### src/rtl/serial_add_pkg.sv
// Shared types and sizing helpers for the bit-serial adder controller.
package serial_add_pkg;

  typedef enum logic [1:0] {
    IDLE = 2'b00,
    RUN  = 2'b01,
    DONE = 2'b10
  } state_t;

  // One spare bit over $clog2 so the counter can never wrap mid-operation.
  function automatic int unsigned cnt_width(input int unsigned width);
    return $clog2(width) + 1;
  endfunction

endpackage

### src/rtl/fulladd.sv
// One-bit full-adder cell shared by the serial arithmetic blocks.
module fulladd (
  input  logic a,
  input  logic b,
  input  logic ci,
  output logic s,
  output logic co
);

  assign s  = a ^ b ^ ci;
  assign co = (a & b) | (ci & (a ^ b));

endmodule

### src/rtl/serial_add_ctrl.sv
// Bit-serial adder: LSB-first through one fulladd cell, WIDTH+2 cycles per operation.
// Optional subtract mode (port sub) is enabled by defining SERIAL_ADD_SUB_EN.
module serial_add_ctrl
  import serial_add_pkg::*;
#(
  parameter int unsigned WIDTH = 8
) (
  input  logic             clk,
  input  logic             rst_n,
  input  logic             start,
`ifdef SERIAL_ADD_SUB_EN
  input  logic             sub,
`endif
  input  logic [WIDTH-1:0] op_a,
  input  logic [WIDTH-1:0] op_b,
  input  logic             cin,
  output logic             busy,
  output logic             done,
  output logic [WIDTH-1:0] sum,
  output logic             cout,
  output logic             ovf
);

  localparam int unsigned    CW   = cnt_width(WIDTH);
  localparam logic [CW-1:0]  LAST = CW'(WIDTH - 1);

  state_t           state, state_nx;
  logic [WIDTH-1:0] a_sh, b_sh, res_sh;
  logic [CW-1:0]    cnt;
  logic             carry;
  logic             b_bit, load_carry;
  logic             fa_s, fa_co;

`ifdef SERIAL_ADD_SUB_EN
  logic sub_r;

  always_ff @(posedge clk or negedge rst_n) begin
    if (!rst_n)                      sub_r <= 1'b0;
    else if (state == IDLE && start) sub_r <= sub;
  end

  // Two's-complement subtract: invert B and force the initial carry to 1.
  assign b_bit      = b_sh[0] ^ sub_r;
  assign load_carry = sub ? 1'b1 : cin;
`else
  assign b_bit      = b_sh[0];
  assign load_carry = cin;
`endif

  fulladd u_fa (
    .a  (a_sh[0]),
    .b  (b_bit),
    .ci (carry),
    .s  (fa_s),
    .co (fa_co)
  );

  always_ff @(posedge clk or negedge rst_n) begin
    if (!rst_n) state <= IDLE;
    else        state <= state_nx;
  end

  always_comb begin
    state_nx = state;
    busy     = 1'b0;
    done     = 1'b0;
    case (state)
      IDLE: if (start) state_nx = RUN;
      RUN: begin
        busy = 1'b1;
        if (cnt == LAST) state_nx = DONE;
      end
      DONE: begin
        done     = 1'b1;
        state_nx = IDLE;
      end
      default: state_nx = IDLE;
    endcase
  end

  always_ff @(posedge clk or negedge rst_n) begin
    if (!rst_n) begin
      a_sh   <= '0;
      b_sh   <= '0;
      res_sh <= '0;
      carry  <= 1'b0;
      cnt    <= '0;
      sum    <= '0;
      cout   <= 1'b0;
      ovf    <= 1'b0;
    end else begin
      case (state)
        IDLE: if (start) begin
          a_sh   <= op_a;
          b_sh   <= op_b;
          res_sh <= '0;
          carry  <= load_carry;
          cnt    <= '0;
        end
        RUN: begin
          a_sh   <= a_sh >> 1;
          b_sh   <= b_sh >> 1;
          res_sh <= {fa_s, res_sh[WIDTH-1:1]};
          carry  <= fa_co;
          cnt    <= cnt + 1'b1;
          // Last bit: carry still holds the carry into the MSB, so ovf is formed here.
          if (cnt == LAST) begin
            sum  <= {fa_s, res_sh[WIDTH-1:1]};
            cout <= fa_co;
            ovf  <= carry ^ fa_co;
          end
        end
        default: ;
      endcase
    end
  end

endmodule

### config.mk
export PLATFORM = sky130hd
export DESIGN_NAME = serial_add_ctrl
export DESIGN_NICKNAME = d
export VERILOG_FILES = /design/src/rtl/serial_add_pkg.sv /design/src/rtl/fulladd.sv /design/src/rtl/serial_add_ctrl.sv
export SDC_FILE = /design/constraint.sdc
export NUM_CORES = 1
export LEC_CHECK = 0
export BUFFER_PORTS_ARGS = -buffer_cell sky130_fd_sc_hd__buf_2
export CORE_MARGIN = 5
export CORE_UTILIZATION = 40
export CTS_CLUSTER_DIAMETER = 50
export DETAILED_ROUTE_END_ITERATION = 12
export PLACE_DENSITY = 0.57
export SLEW_MARGIN = 30
export SYNTH_ARGS = -nofsm -noshare
export SYNTH_HDL_FRONTEND = slang
export SYNTH_SLANG_ARGS = --single-unit
### constraint.sdc
create_clock -name clk -period 2 [get_ports clk]
set_input_delay 0.4 -clock clk [delete_from_list [all_inputs] [get_ports clk]]
set_output_delay 0.4 -clock clk [all_outputs]
set_load 0.05 [all_outputs]
======== Word level (Yosys, flattened, before mapping) ========
Cells that the tools add are included.
operators by class
  multiplexer cells ....................... 15
  bitwise gates (word level) .............. 6
  reductions and logical operators ........ 5
  add/sub/neg operators ................... 1
  eq/ne operators ......................... 5
operators by type and width
  kind                                            number
  case mux 8 bit (2 select lines)                 3
  two-way mux 8 bit                               3
  case mux 4 bit (2 select lines)                 1
  AND reduction 2 bit                             3
  adder 4 x 1 -> 4 bit (second input constant)    1
  == test 4 x 3 -> 1 bit (second input constant)  1
  two-way mux 2 bit                               2
  two-way mux 4 bit                               1
  inequality test 2 bit (second input constant)   2
  case mux 2 bit (2 select lines)                 1
  two-way mux 1 bit                               3
  bitwise XOR 1 bit                               3
  bitwise AND 1 bit                               2
  == test 2 x 1 -> 1 bit (second input constant)  1
  == test 2 bit (second input constant)           1
  logical NOT 2 bit                               1
  case mux 1 bit (2 select lines)                 1
  nonzero test 2 bit                              1
  bitwise OR 1 bit                                1
storage, ports and cells
  input port bits ......................... 20
  bits in registers ....................... 41
  logic and storage cells ................. 41

======== Logic depth before layout (Yosys ltp) ========
  word-level depth ........................ 4
  gate-level depth with buffers ........... 5

======== By module ========
A second synthesis with hierarchy kept.
unflattened totals
  cell total of the unflattened synthesis .. 157
  area total of the unflattened synthesis .. 1786.7 um^2
by module, submodules not included
  module           cells an instance  times used  area an instance (um^2)
  serial_add_ctrl  156                1           1766.7
  fulladd          1                  1           20.0

======== Least setup slack after synthesis ========
Ideal clock, no wire load.
  path kind ............................... flip-flop to output port
  start point ............................. register state[1]
  end point ............................... output done
  arrival time ............................ 1.533 ns
  data required time ...................... 1.600 ns
  path buffers ............................ 2
  path slack .............................. 0.067 ns
  stages on the path, launching flop included .. 4
  path through ............................ dfrtp_1 -> buf_2 -> clkbuf_1 -> nor2b_1
on the way
  word-level cells in the longest chain between the ends .. 2
RTL lines
  item                    RTL line               text
  from (decl)             serial_add_ctrl.sv:27  state_t state, state_nx;
  from (signal assigned)  serial_add_ctrl.sv:60  else state <= state_nx;
  == test 2 bit           serial_add_ctrl.sv:67  case (state)
  two-way mux 1 bit       serial_add_ctrl.sv:67
  to (decl)               serial_add_ctrl.sv:18  output logic done,
No other way between the ends.

======== Worst setup path in the final report ========
  start point ............................. register state[1]
  end point ............................... output busy
on the way
  word-level cells in the longest chain between the ends .. 2
RTL lines
  item                    RTL line               text
  == test 2 x 1 -> 1 bit  serial_add_ctrl.sv:67
  two-way mux 1 bit       serial_add_ctrl.sv:67
  to (decl)               serial_add_ctrl.sv:17  output logic busy,
No other way between the ends.

==> impl_metrics.env <==
export IMPL_outcome="complete, no violations"
export IMPL_rsz0062_at_grt="no"
export IMPL_diodes=0
export IMPL_clk_pin_slew_ns=0.07
export IMPL_fin_crit_ns=1.72
export IMPL_finalSetupTns_ns=0
export IMPL_synthesis_nets=179
export IMPL_grt_max_degree=24
export IMPL_yosysUniqueCellTypes=24
export IMPL_worstPathArrival_ns=1.32
export IMPL_worst_pin_slew_ns=0.507
export IMPL_instances_no_fill=244
export IMPL_ys_seq_elements=40
export IMPL_placed_area_mm2=0.00202
export IMPL_vdd_ir_drop_worst_uv=925
export IMPL_cts_buffers=5
export IMPL_r2r_setup_slack_ns=0.50
export IMPL_nets=214
export IMPL_ant_nets=0
export IMPL_grt_pass1_vias=1347
export IMPL_clockBufferDepth=2
export IMPL_setup_violations=0
export IMPL_cts_setup_buffers=0
export IMPL_io_buffers=31
export IMPL_drc=0
export IMPL_wire_per_inst_um=16.1
export IMPL_p_leak_nw=1.04
export IMPL_cts_repair_resize_count=0
export IMPL_clock_latency_ns=0.29
export IMPL_hold_class="in2async"
export IMPL_combPwrFrac_pct=41.5
export IMPL_dp_cells=237
export IMPL_fin_skew_ns=0.00600
export IMPL_required_ns=1.60
export IMPL_crit_fanout=5
export IMPL_core_mm2=0.00435
export IMPL_post_route_period_util_pct=85.8
export IMPL_seqPwrFrac_pct=37.7
export IMPL_pwr_share_clk_pct=20.8
export IMPL_routed_via_density=5.55
export IMPL_dp_hpwl_um=2790
export IMPL_die_area_mm2=0.00592
export IMPL_crit_path_start_kind="flop"
export IMPL_finalPower_mw=3.64
export IMPL_powerDensity_mw_per_mm2=1690
export IMPL_path_class="reg2out"
export IMPL_cts_root_buf="clkbuf_8"
export IMPL_drive_gt1_share_pct=30.2
export IMPL_syn2layout_area_growth_pct=20.0
export IMPL_slew_headroom_pct=66.2
export IMPL_grtUsageTotal_pct=14.1
export IMPL_switching_share_pct=39.6
export IMPL_final_fill_count=377
export IMPL_whs_ns=0.0691
export IMPL_avgSynthCellArea_um2=11.4
export IMPL_grt_pass1_wl_um=6730
export IMPL_cts_max_level=2
export IMPL_reg2reg_depth=4
export IMPL_end_kind="output port"
export IMPL_num_vias=1355
export IMPL_place_congestion=0.748
export IMPL_ctsHoldBuffers=0
export IMPL_syn_area_mm2=0.00179
export IMPL_yosys_area_top_type="dfrtp_1"
export IMPL_yosysWarnings=0
export IMPL_yosys_top_cells_area="dfrtp_1 56%, mux2_2 6.9%, a22oi_1 6.3%, o21ai_0 4.7%, a21oi_1 4.5%"
export IMPL_finalHoldViolations=0
export IMPL_ys_seq_area_share_pct=55.8
export IMPL_placementRows=24
export IMPL_drt_initial_drc_count=119
export IMPL_finalWirelength_um=3930
export IMPL_p_switching_mw=1.44
export IMPL_drtPass1Iterations=4
export IMPL_intPower_mw=2.20
export IMPL_fmax_mhz=583
export IMPL_slew_viol_final=0
export IMPL_setup_slack_ns=0.284
export IMPL_synth_top_area_share_pct=55.8
export IMPL_initial_core_util_pct=41.2
export IMPL_stdcell_area_mm2=0.00215
export IMPL_cts_tree="done"
export IMPL_ioPinCount=32
export IMPL_die_y_um=77.0
export IMPL_maxCapViolCount=0
export IMPL_finish_utilization_pct=49.4
export IMPL_place_ws_ns=0.426
export IMPL_die_x_um=77.0
export IMPL_r2r_start="state[1]$_DFFE_PN0P_"
export IMPL_gr_total_overflow=0
export IMPL_antenna_found_initial=0
export IMPL_synthCells=157
export IMPL_reg2reg_to="sum[6]$_DFFE_PN0P_"
export IMPL_cts_sinks=40
## flip-flops by register name (all words and copies together) (netlist names)
signal	count
state	2
a_sh	8
b_sh	8
carry	1
ovf	1
res_sh	7
cout	1
sum	8
cnt	4
## logic make-up (layout without fill, tap and decap cells)
group | count (synthesis) | in the layout | synth area share, %
AO/OA/AOI/OAI | 59 | 59 | 20.6
flip-flops | 40 | 40 | 55.8
AND/OR/NAND/NOR | 33 | 33 | 11.1
multiplexers | 11 | 11 | 6.91
buffers and inverters | 11 | 46 | 3.28
adder cells (fa/ha/maj) | 2 | 2 | 1.81
XOR/XNOR | 1 | 1 | 0.489
## layer usage
metal / wire length, µm / GRT usage, %
met5: 0 / 0
met4: 53 / 4.55
met3: 238 / 4.80
met2: 1850 / 22.0
met1: 1790 / 18.3
## synthesized netlist by cell type
master,count
o21ai_0,17
a22o_1,9
a21oi_1,16
nand2b_2,1
nor3_2,1
inv_1,1
nor2_1,2
and2b_1,10
clkbuf_1,3
nand3_1,3
a22oi_1,15
o21ai_1,1
buf_2,5
mux2_2,11
buf_6,1
o21bai_1,1
ha_1,1
nand2_1,7
xor2_1,1
dfrtp_1,40
fa_1,1
or3_1,1
buf_4,1
nor2b_1,8
## power by group through the flow
stage	Clock, mW	Sequential [mW]	Combinational, mW
after global placement	0	1.37	1.47
after detailed placement	0	1.39	1.52
after floorplan	0	1.64	0.841
final	0.758	1.37	1.51
after global routing	0.828	1.42	1.66
after CTS	0.784	1.37	1.53
## cell type report
cell class	count	area, µm²	area share [%]
clock buffers	5	68.8	3.20
clock inverters	2	60.1	2.79
repair buffers	38	220	10.2
inverters	1	3.75	0.174
flip-flops and latches	40	1000	46.5
multi-input cells	106	733	34.1
well taps	52	65.1	3.02
## layout by cell type (no fill, tap or decap), drive strengths merged
cell type	n
nand2	7
fa	1
dfrtp	40
nand2b	1
o21bai	1
or3	1
nor3	1
a22oi	15
nor2	2
nand3	3
o21ai	18
inv	1
clkbuf	5
ha	1
buf	38
a21oi	16
a22o	9
and2b	10
bufinv	2
mux2	11
xor2	1
nor2b	8
## critical path: stages (launching register included)
cell and delay (ns):
dfrtp_1 0.42, nand2b_2 0.24, inv_1 0.10, buf_2 0.27
## worst max path at each step
| stage | startpoint | slack, ns | endpoint | depth (start not counted) |
|---|---|---|---|---|
| 6_report | state[1]$_DFFE_PN0P_ | 0.28 | busy | 3 |
| 5_1_grt | state[1]$_DFFE_PN0P_ | 0.19 | busy | 3 |
| 4_1_cts | state[1]$_DFFE_PN0P_ | 0.25 | busy | 3 |
| 3_5_place_dp | start | 0.43 | a_sh[4]$_DFFE_PN0P_ | 4 |
| 3_3_place_gp | start | 0.48 | b_sh[3]$_DFFE_PN0P_ | 4 |
| 2_1_floorplan | state[1]$_DFFE_PN0P_ | 0.07 | done | 3 |
(Power assumes the default switching activity.)
